==> src/rtl/grant_scheduler_pkg.sv <==
// Shared types and sizes for the round-robin grant scheduler.
package grant_scheduler_pkg;

    localparam int NUM_REQ = 8;
    localparam int IDX_W   = 3;

    typedef enum logic [1:0] {
        IDLE = 2'd0,
        BUSY = 2'd1,
        GAP  = 2'd2
    } state_e;

endpackage

==> src/rtl/grant_scheduler_deco.sv <==
// Plain 3-to-8 binary decoder used to build the one-hot grant.
module Deco (
    input  logic [2:0] a,
    output logic [7:0] y
);

    assign y = 8'b1 << a;

endmodule

==> src/rtl/grant_scheduler.sv <==
// Single-grant round-robin scheduler over 8 requesters with a hold limit;
// every grant is followed by one dead GAP cycle before re-arbitration.
module grant_scheduler
    import grant_scheduler_pkg::*;
#(
    parameter int MAX_HOLD = 16
) (
    input  logic       clk,
    input  logic       rst_n,
    input  logic       en,
    input  logic [7:0] req,
    output logic       gnt_valid,
    output logic [2:0] gnt_idx,
    output logic [7:0] gnt_onehot,
    output logic       preempt
);

    localparam int HOLD_W = $clog2(MAX_HOLD + 1);

    state_e             state_q, state_d;
    logic [IDX_W-1:0]   idx_q, idx_d;
    logic [IDX_W-1:0]   last_q, last_d;
    logic [HOLD_W-1:0]  hold_q, hold_d;
    logic               preempt_q, preempt_d;

    logic [IDX_W:0]     search;
    logic               found;
    logic [IDX_W-1:0]   pick;
    logic [7:0]         deco_y;

    // First asserted request strictly after `last`, wrapping 7->0; MSB = found.
    function automatic logic [IDX_W:0] rr_search(input logic [NUM_REQ-1:0] r,
                                                 input logic [IDX_W-1:0] last);
        logic             hit;
        logic [IDX_W-1:0] sel;
        logic [IDX_W-1:0] cand;
        hit = 1'b0;
        sel = '0;
        for (int k = 1; k <= NUM_REQ; k++) begin
            cand = last + IDX_W'(k);
            if (!hit && r[cand]) begin
                hit = 1'b1;
                sel = cand;
            end
        end
        return {hit, sel};
    endfunction

    assign search = rr_search(req, last_q);
    assign found  = search[IDX_W];
    assign pick   = search[IDX_W-1:0];

    always_comb begin
        state_d   = state_q;
        idx_d     = idx_q;
        last_d    = last_q;
        hold_d    = hold_q;
        preempt_d = 1'b0;
        case (state_q)
            IDLE: begin
                if (en && found) begin
                    state_d = BUSY;
                    idx_d   = pick;
                    hold_d  = '0;
                end
            end
            BUSY: begin
                if (hold_q != HOLD_W'(MAX_HOLD))
                    hold_d = hold_q + 1'b1;
                // Release wins over expiry, so it is tested first.
                if (!req[idx_q]) begin
                    state_d = GAP;
                    last_d  = idx_q;
                    idx_d   = '0;
                end else if (hold_q >= HOLD_W'(MAX_HOLD - 1)) begin
                    state_d   = GAP;
                    last_d    = idx_q;
                    idx_d     = '0;
                    preempt_d = 1'b1;
                end
            end
            GAP:     state_d = IDLE;
            default: state_d = IDLE;
        endcase
    end

    always_ff @(posedge clk) begin
        if (!rst_n) begin
            state_q   <= IDLE;
            idx_q     <= '0;
            last_q    <= '1;
            hold_q    <= '0;
            preempt_q <= 1'b0;
        end else begin
            state_q   <= state_d;
            idx_q     <= idx_d;
            last_q    <= last_d;
            hold_q    <= hold_d;
            preempt_q <= preempt_d;
        end
    end

    Deco u_deco (
        .a (idx_q),
        .y (deco_y)
    );

    assign gnt_valid  = (state_q == BUSY);
    assign gnt_idx    = idx_q;
    assign gnt_onehot = deco_y & {8{gnt_valid}};
    assign preempt    = preempt_q;

endmodule
==> config.mk <==
export PLATFORM = sky130hd
export DESIGN_NAME = grant_scheduler
export DESIGN_NICKNAME = d
export VERILOG_FILES = /design/src/rtl/grant_scheduler_pkg.sv /design/src/rtl/grant_scheduler_deco.sv /design/src/rtl/grant_scheduler.sv
export SDC_FILE = /design/constraint.sdc
export NUM_CORES = 1
export LEC_CHECK = 0
export ABC_AREA = 1
export BUFFER_PORTS_ARGS = -buffer_cell sky130_fd_sc_hd__buf_2
export CORE_MARGIN = 2
export CORE_UTILIZATION = 23
export CTS_CLUSTER_SIZE = 10
export DETAILED_ROUTE_END_ITERATION = 7
export PLACE_DENSITY = 0.37
export RECOVER_POWER = 50
export SLEW_MARGIN = 5
export SYNTH_ARGS = -nofsm -noshare
export SYNTH_HDL_FRONTEND = slang
export SYNTH_SLANG_ARGS = --single-unit
==> constraint.sdc <==
create_clock -name clk -period 2.69 [get_ports clk]
set_input_delay 0.538 -clock clk [delete_from_list [all_inputs] [get_ports clk]]
set_output_delay 0.538 -clock clk [all_outputs]
set_load 0.05 [all_outputs]
**Yosys cells after proc, flatten, opt, wreduce, memory -nomap -nowiden**

Cells that the tools add are included.
W data, S select, Z words.

- Output and inout bits: 13
- Input bits: 11
- Register bits after elaboration: 14

- Equal/unequal tests: 6
- Reduce and logical (&&, ||, !) cells: 22
- $add $sub $neg: 8
- Shift operators: 1
- Bitwise logic cells: 1
- Magnitude comparators: 10
- Multiplexer cells: 48

Operators with widths:

| operator | number |
|---|---|
| $mux W3 | 13 |
| $lt A3 B4 Y1 const B | 9 |
| $bmux W1 S3 | 9 |
| $mux W1 | 18 |
| $add A3 B3 Y3 const B | 4 |
| $mux W5 | 2 |
| $pmux W5 S2 | 1 |
| $reduce_and A3 Y1 | 3 |
| $and A8 B8 Y8 | 1 |
| $logic_and A1 B1 Y1 | 8 |
| $shl A1 B3 Y8 const A | 1 |
| $logic_not A1 Y1 | 7 |
| $add A3 B2 Y3 const B | 2 |
| $mux W2 | 3 |
| $pmux W3 S2 | 1 |
| $add A5 B1 Y5 const B | 1 |
| $ge A5 B4 Y1 const B | 1 |
| $ne A5 B5 Y1 const B | 1 |
| $ne A2 B1 Y1 const B | 2 |
| $pmux W2 S2 | 1 |
| $reduce_and A2 Y1 | 2 |
| $add A3 B1 Y3 const B | 1 |
| $ne A3 B2 Y1 const B | 1 |
| $eq A2 B1 Y1 const B | 1 |
| other kinds (3) | 3 |

**Logic depth before layout (Yosys ltp)**

- Word-level depth: 28
- Mapped depth: 19

**Modules after synthesis**

From an unflattened synthesis, not the netlist that was laid out.

- Cell total of the unflattened synthesis: 270
- Area total of the unflattened synthesis: 1560.2 um2

By module, submodules not included:

| module | seq. area each (um2) | area an instance (um2) | times used | cells each |
|---|---|---|---|---|
| grant_scheduler | 280.3 | 1503.9 | 1 | 255 |
| Deco | 0.0 | 56.3 | 1 | 15 |

**Worst setup path before layout**

No wires, ideal clock.

- Path type: register -> output
- Start: register state_q[0]
- End: output gnt_onehot[0]
- Slack: -0.055 ns
- Stages on the path, launching flop included: 5
- Arrival: 2.207 ns
- Buffers on the path: 0
- Data required time: 2.152 ns
- Cells stage by stage: dfxtp_1 inv_1 nor2_1 nand2_1 nor2_1

- Cells in the longest elaborated chain, start to end: 2

RTL lines:

| item | RTL line | source |
|---|---|---|
| from (decl) | grant_scheduler.sv:20 | `state_e state_q, state_d;` |
| from (signal assigned) | grant_scheduler.sv:95 | `state_q <= state_d;` |
| $eq A2 B1 Y1 | grant_scheduler.sv:108 | `assign gnt_valid = (state_q == BUSY);` |
| net gnt_valid | grant_scheduler.sv:12 | `output logic gnt_valid,` |
| $and A8 B8 Y8 | grant_scheduler.sv:110 | `assign gnt_onehot = deco_y & {8{gnt_valid}};` |
| to (decl) | grant_scheduler.sv:14 | `output logic [7:0] gnt_onehot,` |

The timed path passes the listed nets, and every way through them passes these cells.

**Worst setup path after layout**

- Start: register last_q[0]
- End: register hold_q[3]

- Cells in the longest elaborated chain, start to end: 28
- Elaborated cells on any way between the ends: 48
- Classes of those cells: add/sub: 7; eq/ne: 1; mux: 24; reduce/logical: 16

RTL lines:

| item | RTL line | source |
|---|---|---|
| from (decl) | grant_scheduler.sv:22 | `logic [IDX_W-1:0] last_q, last_d;` |
| from (signal assigned) | grant_scheduler.sv:97 | `last_q <= last_d;` |
| $add A3 B1 Y3 | grant_scheduler.sv:40 | `cand = last + IDX_W'(k);` |
| $bmux W1 S3 | grant_scheduler.sv:41 | `if (!hit && r[cand]) begin` |
| $mux W1 (not written as such) | grant_scheduler.sv:41 |  |
| $mux W1 | grant_scheduler.sv:41 |  |
| $logic_not A1 Y1 | grant_scheduler.sv:41 |  |
| $logic_and A1 B1 Y1 | grant_scheduler.sv:41 |  |
| $mux W1 | grant_scheduler.sv:41 |  |
| $logic_not A1 Y1 | grant_scheduler.sv:41 |  |
| [... 12 more ...] | - |  |
| $logic_and A1 B1 Y1 | grant_scheduler.sv:41 |  |
| $mux W1 | grant_scheduler.sv:41 |  |
| $logic_not A1 Y1 | grant_scheduler.sv:41 |  |
| $logic_and A1 B1 Y1 | grant_scheduler.sv:41 |  |
| $mux W1 * | grant_scheduler.sv:41 |  |
| $logic_and A1 B1 Y1 * | grant_scheduler.sv:61 | `if (en && found) begin` |
| $ne A2 B2 Y1 (no line) * | - |  |
| $reduce_and A3 Y1 (no line) * | - |  |
| to (signal assigned) | grant_scheduler.sv:98 | `hold_q <= hold_d;` |
| to (decl) | grant_scheduler.sv:23 | `logic [HOLD_W-1:0] hold_q, hold_d;` |

Every way passes the cells marked *; elsewhere a longest branch is shown, timed or not. The select of a mux whose other input is x is not followed.
A chain may end at the register's enable or synchronous reset.

==> metrics.txt <==
number of distinct standard cells referenced by the synthesized netlist 37; sort of element at the end of the critical path flop; Max clock buf depth 2; class of the most critical hold timing path reg2reg; Pwr Density 1190 mW/mm2; total negative slack for setup checks 0 ns; largest net degree at the start of global routing 12; fraction of the mapped netlist area in compound gates 0.104; Mean Syn Cell Area 6.40 um2; sum of net half-perimeters after detailed placement 3.65 mm; Port Buffer Count 23; status complete, no violations; wire length of the first global-routing pass 7.43 mm; clock transition time at the flip-flop clock pins of the worst setup and hold paths 0.06 ns; most common cell in the synthesized netlist sky130_fd_sc_hd__nand2_1; Chip Width 87.3 um; CTS H-tree lvls 1; CTS tree yes; final worst-path cycle share 0.899; portion of synthesized cell area occupied by the leading cell type 0.176; count of hold-fix buffers inserted at cts 0; Final Non-Filler Cells 352; final count of negative-setup-slack endpoints 0; total chip power 2170 uW; Overflow after GRT 0; number of primary I/O pins 24; arrival time of data at the critical path endpoint 2.55 ns; final hold violations 0; Via-to-Cell Ratio 4.53; post-synthesis share of cell area spent on xor and xnor gates 0.0212; static leakage 0.000911 uW; clock latency reported for the late side of the worst-skew pair 0.24 ns; post-cts sizing count 0; count of buffers added by post-CTS timing repair for setup 0; number of DRC markers after the initial detailed-route iteration 77; count of pins over their slew limit 0; Ys Warns 0; biggest fanout along the worst timing path 9; Worst Tran Pin Value 0.706 ns; netlist area before placement 0.00159 mm2; DP Area 0.00178 mm2; reported max-cap violation count 0; post-synth net total 265; diode insertion count for antenna repair 0; final period demand of the worst path 2.42 ns; fraction of final layout cells sized beyond drive strength 1 0.235; remaining design rule violation count 0; portion of the post-synthesis area used by sequential elements 0.176; Max Fclk 413 MHz; Die Outline Area 0.00761 mm2; post-synthesis instance total 249; initial standard-cell utilization of the core 0.236; post-route cell area 0.00182 mm2; class of the most critical setup path reg2reg; Setup Skew 0.00171 ns; startpoint class of the critical path flop; via count of the first global-routing pass 1512; dominant combinational cell family by area after synthesis simple AND/OR/NAND/NOR gates; count of state elements after synthesis 14; number of placed instances, taps included 349; total via count in the routed design 1593; Total Routing Usage GR 0.122; Final Routed Wirelength 4.31 mm; worst hold slack after final layout 0.483 ns; number of nets at the end of the flow 290; number of antenna violations at the first check in global routing 0; most common library cells after synthesis sky130_fd_sc_hd__nand2_1, sky130_fd_sc_hd__nand3_1, sky130_fd_sc_hd__inv_1; headroom to the max-slew limit 0.527; Simple-Gate Fraction of Synth Area 0.536; routed wire length per instance 12.3 um; multiplexer share of the synthesized area 0; root cell of the clock tree sky130_fd_sc_hd__clkbuf_8; RSZ-0062 raised after global routing false; count of flip-flops with a built-in enable after synthesis 0; proportion of synthesized flip-flops having asynchronous set or reset 0; Area growth syn-to-layout 13.9%; RD Place Congestion 0.821; ranking of synthesized cells by area sky130_fd_sc_hd__dfxtp_1, sky130_fd_sc_hd__nand2_1, sky130_fd_sc_hd__nand3_1; drt first pass iters 4; Inserted Clock Buffers 3; total clock sinks 14; VDD IR max 0.000402 V; fill count 786; endpoint required time on the critical path 2.82 ns; DIE HEIGHT 87.3 um; synthesized-area fraction occupied by adder cells 0.0392; leading area contributor after synthesis sky130_fd_sc_hd__dfxtp_1; Core ar. 0.00676 mm2; antenna-violating nets left 0; commonest register cell after synthesis sky130_fd_sc_hd__dfxtp_1; Placement Rows 30
[per-layer routing]
metal	wire, um	vias up	track usage
li1	-	856	-
met1	2250	715	0.173
met2	1940	20	0.203
met3	107	2	0.0114
met4	19	0	0.0168
met5	0	-	0
[placed cells by master, fill, tap and decap left out, types with 5 or more instances in the layout]
master	synthesis	layout
sky130_fd_sc_hd__ha_1	5	5
sky130_fd_sc_hd__nand2_4	9	9
sky130_fd_sc_hd__o21ai_0	6	6
sky130_fd_sc_hd__dfxtp_1	14	14
sky130_fd_sc_hd__nand2_1	61	61
sky130_fd_sc_hd__inv_1	30	31
sky130_fd_sc_hd__nand3_2	12	12
sky130_fd_sc_hd__nand3_1	35	35
sky130_fd_sc_hd__a21oi_1	9	9
sky130_fd_sc_hd__nor2_1	23	23
sky130_fd_sc_hd__buf_2	2	16
[path summary, 6_finish.rpt]
check / endpoint / start / slack [ns] / cells after the start
max: hold_q[3] / last_q[0] / 0.27 / 14
min: hold_q[3] / hold_q[3] / 0.48 / 2
max reg2reg: hold_q[3] / last_q[0] / 0.27 / 14
min reg2reg: hold_q[3] / hold_q[3] / 0.48 / 2
[worst max-delay path: stages, from the launching register on]
cell,delay [ns]
sky130_fd_sc_hd__dfxtp_1,0.37
sky130_fd_sc_hd__inv_4,0.04
sky130_fd_sc_hd__ha_1,0.40
sky130_fd_sc_hd__inv_1,0.22
sky130_fd_sc_hd__nand3_2,0.13
sky130_fd_sc_hd__nand3_2,0.12
sky130_fd_sc_hd__nand2_4,0.08
sky130_fd_sc_hd__nor2_8,0.14
sky130_fd_sc_hd__nand4_4,0.11
sky130_fd_sc_hd__nor2_4,0.15
sky130_fd_sc_hd__nand3_2,0.10
sky130_fd_sc_hd__nand2_4,0.14
sky130_fd_sc_hd__nand2_4,0.09
sky130_fd_sc_hd__a21oi_1,0.16
sky130_fd_sc_hd__nor2_1,0.06
[cells by family (layout without fill, tap and decap cells)]
kind of cell / count (synthesis) / after routing
AOI/OAI and AO/OA: 26 / 26
xor gates and xnor gates: 3 / 3
adders and majority gates: 5 / 5
buffers and inverters: 43 / 66
DFF: 14 / 14
and+or+nand+nor: 158 / 158
[report_power, final]
| group | internal [uW] | switching, uW |
|---|---|---|
| Clock | 98.8 | 69.5 |
| Sequential | 253 | 63.7 |
| Combinational | 517 | 1160 |
[cell type report]
class                   instances  area [um2]  share of cell area
inverters                      36         138              0.0758
flip-flops and latches         14         280               0.154
clock buffers                   3        41.3              0.0227
repair buffers                 27         140              0.0772
multi-input cells             192        1120               0.615
well taps                      80         100              0.0551
[through the flow]
stage	setup slack, ns	util
6_report	0.271	0.269
5_1_grt	0.0232	0.269
4_1_cts	0.266	0.270
3_5_place_dp	0.278	0.264
3_3_place_gp	0.286	0.264
2_1_floorplan	0.277	-
[flip-flops by register name, summed over array words and instances, names as in the netlist]
register	cells
gnt_idx	3
hold_q	5
last_q	3
preempt	1
state_q	2
No activity file was read; power rests on OpenSTA's default activity.
